File: config.mk
export PLATFORM = sky130hd
export DESIGN_NAME = truth_table_sweep
export DESIGN_NICKNAME = d
export VERILOG_FILES = /design/src/rtl/truth_table_sweep.sv
export SDC_FILE = /design/constraint.sdc
export NUM_CORES = 1
export LEC_CHECK = 0
export BUFFER_PORTS_ARGS = -buffer_cell sky130_fd_sc_hd__buf_2
export CORE_MARGIN = 2
export CORE_UTILIZATION = 50
export DETAILED_ROUTE_END_ITERATION = 8
export PLACE_DENSITY = 0.72
export SYNTH_ARGS = -nofsm -noshare
export SYNTH_HDL_FRONTEND = slang
export SYNTH_SLANG_ARGS = --single-unit
File: constraint.sdc
create_clock -name clk -period 4.7 [get_ports clk]
set_clock_uncertainty 0.05 [all_clocks]
set_input_delay 1.175 -clock clk [delete_from_list [all_inputs] [get_ports clk]]
set_output_delay 1.175 -clock clk [all_outputs]
set_load 0.05 [all_outputs]
File: src/rtl/truth_table_sweep.sv
// Truth-table sweep harness: walks every N_IN-bit vector, waits a settle time, captures y_in.
// Optional golden compare with first-mismatch capture when TRUTH_TABLE_CHECK_EN is defined.
module truth_table_sweep #(
  parameter int N_IN          = 5,
  parameter int SETTLE_CYCLES = 1
`ifdef TRUTH_TABLE_CHECK_EN
  ,
  parameter logic [2**N_IN-1:0] GOLDEN = 32'hFFFF_111F
`endif
) (
  input  logic                 clk,
  input  logic                 rst_n,
  input  logic                 start,
  input  logic                 abort,
  output logic [N_IN-1:0]      vec_out,
  input  logic                 y_in,
  output logic                 busy,
  output logic                 done,
  output logic                 table_valid,
  output logic [2**N_IN-1:0]   table_out,
  output logic [N_IN:0]        ones_cnt
`ifdef TRUTH_TABLE_CHECK_EN
  ,
  output logic                 mismatch,
  output logic [N_IN-1:0]      mismatch_idx
`endif
);

  // state  | meaning
  // IDLE   | waiting for start; last table and vector held
  // SETTLE | vec_out driven, counting settle cycles
  // SAMPLE | capture y_in for vec_out, advance or finish
  // FINISH | one-cycle done pulse, table marked valid on exit

  localparam int CW = (SETTLE_CYCLES > 1) ? $clog2(SETTLE_CYCLES) : 1;
  localparam logic [CW-1:0]   SETTLE_LAST = CW'(SETTLE_CYCLES - 1);
  localparam logic [N_IN-1:0] LAST_VEC    = '1;

  typedef enum logic [1:0] {IDLE, SETTLE, SAMPLE, FINISH} state_t;

  state_t        state;
  logic [CW-1:0] settle_cnt;

  always_ff @(posedge clk or negedge rst_n) begin
    if (!rst_n) begin
      state        <= IDLE;
      settle_cnt   <= '0;
      vec_out      <= '0;
      busy         <= 1'b0;
      done         <= 1'b0;
      table_valid  <= 1'b0;
      table_out    <= '0;
      ones_cnt     <= '0;
`ifdef TRUTH_TABLE_CHECK_EN
      mismatch     <= 1'b0;
      mismatch_idx <= '0;
`endif
    end else begin
      done <= 1'b0;
      case (state)
        IDLE: begin
          // abort wins over start so a held abort cannot launch a sweep
          if (start && !abort) begin
            state       <= SETTLE;
            settle_cnt  <= '0;
            vec_out     <= '0;
            table_out   <= '0;
            ones_cnt    <= '0;
            table_valid <= 1'b0;
            busy        <= 1'b1;
`ifdef TRUTH_TABLE_CHECK_EN
            mismatch     <= 1'b0;
            mismatch_idx <= '0;
`endif
          end
        end
        SETTLE: begin
          if (abort) begin
            state <= IDLE;
            busy  <= 1'b0;
          end else if (settle_cnt == SETTLE_LAST) begin
            state <= SAMPLE;
          end else begin
            settle_cnt <= settle_cnt + 1'b1;
          end
        end
        SAMPLE: begin
          if (abort) begin
            state <= IDLE;
            busy  <= 1'b0;
          end else begin
            table_out[vec_out] <= y_in;
            ones_cnt           <= ones_cnt + {{N_IN{1'b0}}, y_in};
`ifdef TRUTH_TABLE_CHECK_EN
            if (!mismatch && (y_in != GOLDEN[vec_out])) begin
              mismatch     <= 1'b1;
              mismatch_idx <= vec_out;
            end
`endif
            if (vec_out == LAST_VEC) begin
              state <= FINISH;
              busy  <= 1'b0;
              done  <= 1'b1;
            end else begin
              state      <= SETTLE;
              vec_out    <= vec_out + 1'b1;
              settle_cnt <= '0;
            end
          end
        end
        FINISH: begin
          state       <= IDLE;
          table_valid <= 1'b1;
        end
        default: state <= IDLE;
      endcase
    end
  end

endmodule

==> impl_metrics.xml <==
<?xml version="1.0" encoding="UTF-8"?>
<metrics>
  <group name="floorplan">
    <metric name="top_level_ports" unit="">51</metric>
    <metric name="die_area" unit="mm²">0.00575</metric>
    <metric name="core" unit="mm²">0.00504</metric>
    <metric name="fp.dieW" unit="µm">75.8</metric>
    <metric name="initial_utilization" unit="%">51.1</metric>
    <metric name="die_h" unit="µm">75.8</metric>
    <metric name="fp-row-count" unit="">26</metric>
  </group>
  <group name="drt">
    <metric name="routed_wirelength" unit="µm">5640</metric>
    <metric name="drc_violation_total_after_the_first_tritonroute_iteration" unit="">140</metric>
    <metric name="total_via_count_in_the_routed_design" unit="">2099</metric>
    <metric name="detail_route.drc_violations" unit="">0</metric>
    <metric name="drt_first_pass_iters" unit="">4</metric>
    <metric name="drt-wirelength-per-cell" unit="µm">15.2</metric>
    <metric name="number_of_nets_with_antenna_violations_after_routing" unit="">0</metric>
    <metric name="avgViaCountPerCell" unit="">5.66</metric>
  </group>
  <group name="logic_synthesis">
    <metric name="synth_sequential_area_ratio" unit="%">46.6</metric>
    <metric name="synth_cell_types" unit="">45</metric>
    <metric name="mean_syn_cell_area" unit="µm²">9.62</metric>
    <metric name="ys_warn_count" unit="">0</metric>
    <metric name="synth_largest_area_cell" unit="">sky130_fd_sc_hd__dfrtp_1</metric>
    <metric name="synthesis.instances" unit="">268</metric>
    <metric name="post_synth_main_area_contributors" unit="">sky130_fd_sc_hd__dfrtp_1 (47%), sky130_fd_sc_hd__ha_1 (5.3%), sky130_fd_sc_hd__o21ai_0 (4.5%)</metric>
    <metric name="synth_edf_count" unit="">0</metric>
    <metric name="synthesis.nets" unit="">284</metric>
    <metric name="async_reset_ff_share" unit="%">100</metric>
    <metric name="syn-cell-area" unit="mm²">0.00258</metric>
    <metric name="synth_seq_cells" unit="">48</metric>
    <metric name="prevailing_post_synth_register_cell" unit="">sky130_fd_sc_hd__dfrtp_1</metric>
    <metric name="synth.top_cell.area_share" unit="%">46.6</metric>
  </group>
  <group name="global_routing">
    <metric name="global_route.usage.met3" unit="%">4.37</metric>
    <metric name="groute.layer.met2.usage" unit="%">33.7</metric>
    <metric name="grt_overflow" unit="">0</metric>
    <metric name="grt_pass1_wl" unit="µm">9430</metric>
    <metric name="gr-usage-met1" unit="%">30.0</metric>
    <metric name="first_global_vias" unit="">1893</metric>
    <metric name="gr-max-usage-layer" unit="">met2</metric>
    <metric name="initial_antenna_violation_count" unit="">0</metric>
    <metric name="grt_max_degree" unit="">49</metric>
    <metric name="grtUsageTotal" unit="%">21.4</metric>
  </group>
  <group name="power_and_ir_drop">
    <metric name="power.density" unit="mW/mm²">369</metric>
    <metric name="p_leak" unit="nW">1.45</metric>
    <metric name="worst_ir_drop_vdd" unit="µV">233</metric>
  </group>
  <group name="clock_network">
    <metric name="hold_buffers" unit="">0</metric>
    <metric name="clk_latency" unit="ns">0.30</metric>
    <metric name="tritoncts" unit="">done</metric>
    <metric name="cts.sinks" unit="">48</metric>
    <metric name="clkSlewWorstSetupHoldPaths" unit="ns">0.09</metric>
    <metric name="h_tree_depth" unit="">2</metric>
    <metric name="ctsResizeCount" unit="">0</metric>
    <metric name="post_cts_buffers" unit="">0</metric>
    <metric name="cts_buffers" unit="">5</metric>
    <metric name="cts_max_path_buffers" unit="">2</metric>
    <metric name="cts.root.buffer_cell" unit="">sky130_fd_sc_hd__clkbuf_8</metric>
  </group>
  <group name="critical_path">
    <metric name="cp_max_stage_delay" unit="ns">0.73</metric>
    <metric name="worst_ep_required_time" unit="ns">4.89</metric>
    <metric name="reg2reg_depth" unit="">5</metric>
    <metric name="worst-r2r-setup-slack" unit="ns">1.93</metric>
    <metric name="critical_path.startpoint_type" unit="">register</metric>
    <metric name="worstPathCellList" unit="">inv_1 -&gt; ha_1 -&gt; nand2_1 -&gt; nor4b_2 -&gt; a32o_1</metric>
    <metric name="critPathCaptureType" unit="">register</metric>
    <metric name="slowest_stage" unit="">sky130_fd_sc_hd__nor4b_2</metric>
    <metric name="worst-endpoint-arrival" unit="ns">2.96</metric>
    <metric name="worstPathMaxFanout" unit="">18</metric>
    <metric name="critical_path.reg2reg.startpoint" unit="">state[0]</metric>
    <metric name="rr_endpoint" unit="">table_out[7]</metric>
    <metric name="timing.setup.critical_path_class" unit="">register to register</metric>
  </group>
  <group name="placement">
    <metric name="dp.cells" unit="">364</metric>
    <metric name="dpl-instance-area" unit="mm²">0.00280</metric>
    <metric name="place_congestion" unit="">0.798</metric>
    <metric name="dp.final_hpwl" unit="µm">3820</metric>
    <metric name="numPortBuffers" unit="">50</metric>
  </group>
  <group name="timing">
    <metric name="slew_violations" unit="">0</metric>
    <metric name="clock.fmax" unit="MHz">361</metric>
    <metric name="final_period_minus_worst_setup_slack" unit="ns">2.77</metric>
    <metric name="worst_pin_slew" unit="ns">1.06</metric>
    <metric name="hold_viol_final" unit="">0</metric>
    <metric name="max_slew_margin" unit="%">29.5</metric>
    <metric name="fin_setup_tns" unit="ns">0</metric>
    <metric name="final-setup-viol-count" unit="">0</metric>
    <metric name="rsz0062_at_grt" unit="">false</metric>
    <metric name="min_period_over_period" unit="%">58.9</metric>
  </group>
  <group name="hold_path">
    <metric name="hold_path_depth" unit="">2</metric>
    <metric name="hold_class" unit="">register to register</metric>
    <metric name="hold_end" unit="">table_out[3]</metric>
    <metric name="holdCritStartpoint" unit="">table_out[3]</metric>
  </group>
  <group name="finish">
    <metric name="post_route_cells_drive_above_1_share" unit="%">22.3</metric>
    <metric name="nets" unit="">317</metric>
    <metric name="most-common-layout-cells" unit="">sky130_fd_sc_hd__buf_2 (50), sky130_fd_sc_hd__dfrtp_1 (48), sky130_fd_sc_hd__nand2_1 (29)</metric>
    <metric name="most_common_library_cell_in_the_layout_ignoring_fill_and_taps" unit="">sky130_fd_sc_hd__buf_2</metric>
    <metric name="final_cells" unit="">371</metric>
    <metric name="fin_area" unit="mm²">0.00290</metric>
    <metric name="flow.area_growth_from_synthesis" unit="%">12.5</metric>
    <metric name="antenna_cells_inserted" unit="">0</metric>
  </group>
  <group name="status">
    <metric name="status" unit="">complete, no violations</metric>
  </group>
  <group name="job">
    <metric name="cap_violations" unit="">0</metric>
  </group>
</metrics>
## logic make-up after synthesis
family,share of synthesized area (%)
AOI/OAI and AO/OA,22.1
xor gates and xnor gates,2.04
adders and majority gates,5.34
buffers and inverters,6.40
DFF,46.6
and+or+nand+nor,16.4
muxes,1.16
## power breakdown
group / switching (mW) / total [mW] / leakage, nW / internal, mW
registers: 0.0214 / 0.457 / 0.665 / 0.436
logic: 0.251 / 0.350 / 0.730 / 0.0996
clock network: 0.132 / 0.263 / 0.0503 / 0.131
total: 0.404 / 1.07 / 1.45 / 0.667
## critical path, delay by kind of cell, from the launching register on
family                     cells  cell delay (ns)
buffers and inverters          1             0.11
DFF                            1             0.41
and+or+nand+nor                2             1.32
adders and majority gates      1             0.56
AOI/OAI and AO/OA              1             0.25
## through the flow
| step | util, % | setup WS [ns] | total power [mW] | hold slack, ns |
|---|---|---|---|---|
| final | 57.5 | 1.93 | 1.07 | 0.457 |
| after global routing | 57.5 | 1.64 | 1.14 | 0.484 |
| after CTS | 57.5 | 1.95 | 1.08 | 0.460 |
| after detailed placement | 55.6 | 1.83 | 0.817 | 0.441 |
| after global placement | 55.6 | 1.91 | 0.811 | 0.436 |
| after floorplan | - | 2.24 | 0.749 | 0.467 |
## how the worst max path moves through the flow
stage / start / depth (start not counted) / slack (ns) / to
after floorplan: abort / 5 / 2.24 / table_out[17]
after global placement: abort / 5 / 1.91 / table_out[19]
after detailed placement: abort / 5 / 1.83 / table_out[19]
after CTS: state[0] / 5 / 1.95 / table_out[7]
after global routing: state[0] / 6 / 1.64 / table_out[4]
final: state[0] / 5 / 1.93 / table_out[7]
## flip-flops by register name, summed over array words and instances (netlist names)
signal	flops
table_out	32
state	2
ones_cnt	6
done	1
vec_out	5
busy	1
table_valid	1
## routing by layer
| layer | vias up | wire length [µm] |
|---|---|---|
| li1 | 1030 | - |
| met1 | 1011 | 2570 |
| met2 | 54 | 2780 |
| met3 | 4 | 242 |
| met4 | 0 | 50 |
| met5 | - | 0 |
## area by class of cell
| cell class | count | area, µm² |
|---|---|---|
| fillers | 461 | 2140 |
| well taps | 70 | 87.6 |
| repair buffers | 52 | 265 |
| inverters | 10 | 37.5 |
| flip-flops and latches | 48 | 1200 |
| clock buffers | 7 | 96.3 |
| multi-input cells | 184 | 1210 |
## cells in the mapped netlist, drive strengths merged, types with 6 or more instances
cell	n
dfrtp	48
nand2	29
o21ai	23
buf	14
o31ai	13
clkbuf	12
nor2	12
a21oi	11
ha	11
nand3	11
o211ai	11
inv	10
a31oi	6
xnor2	6
(Power assumes the default switching activity.)
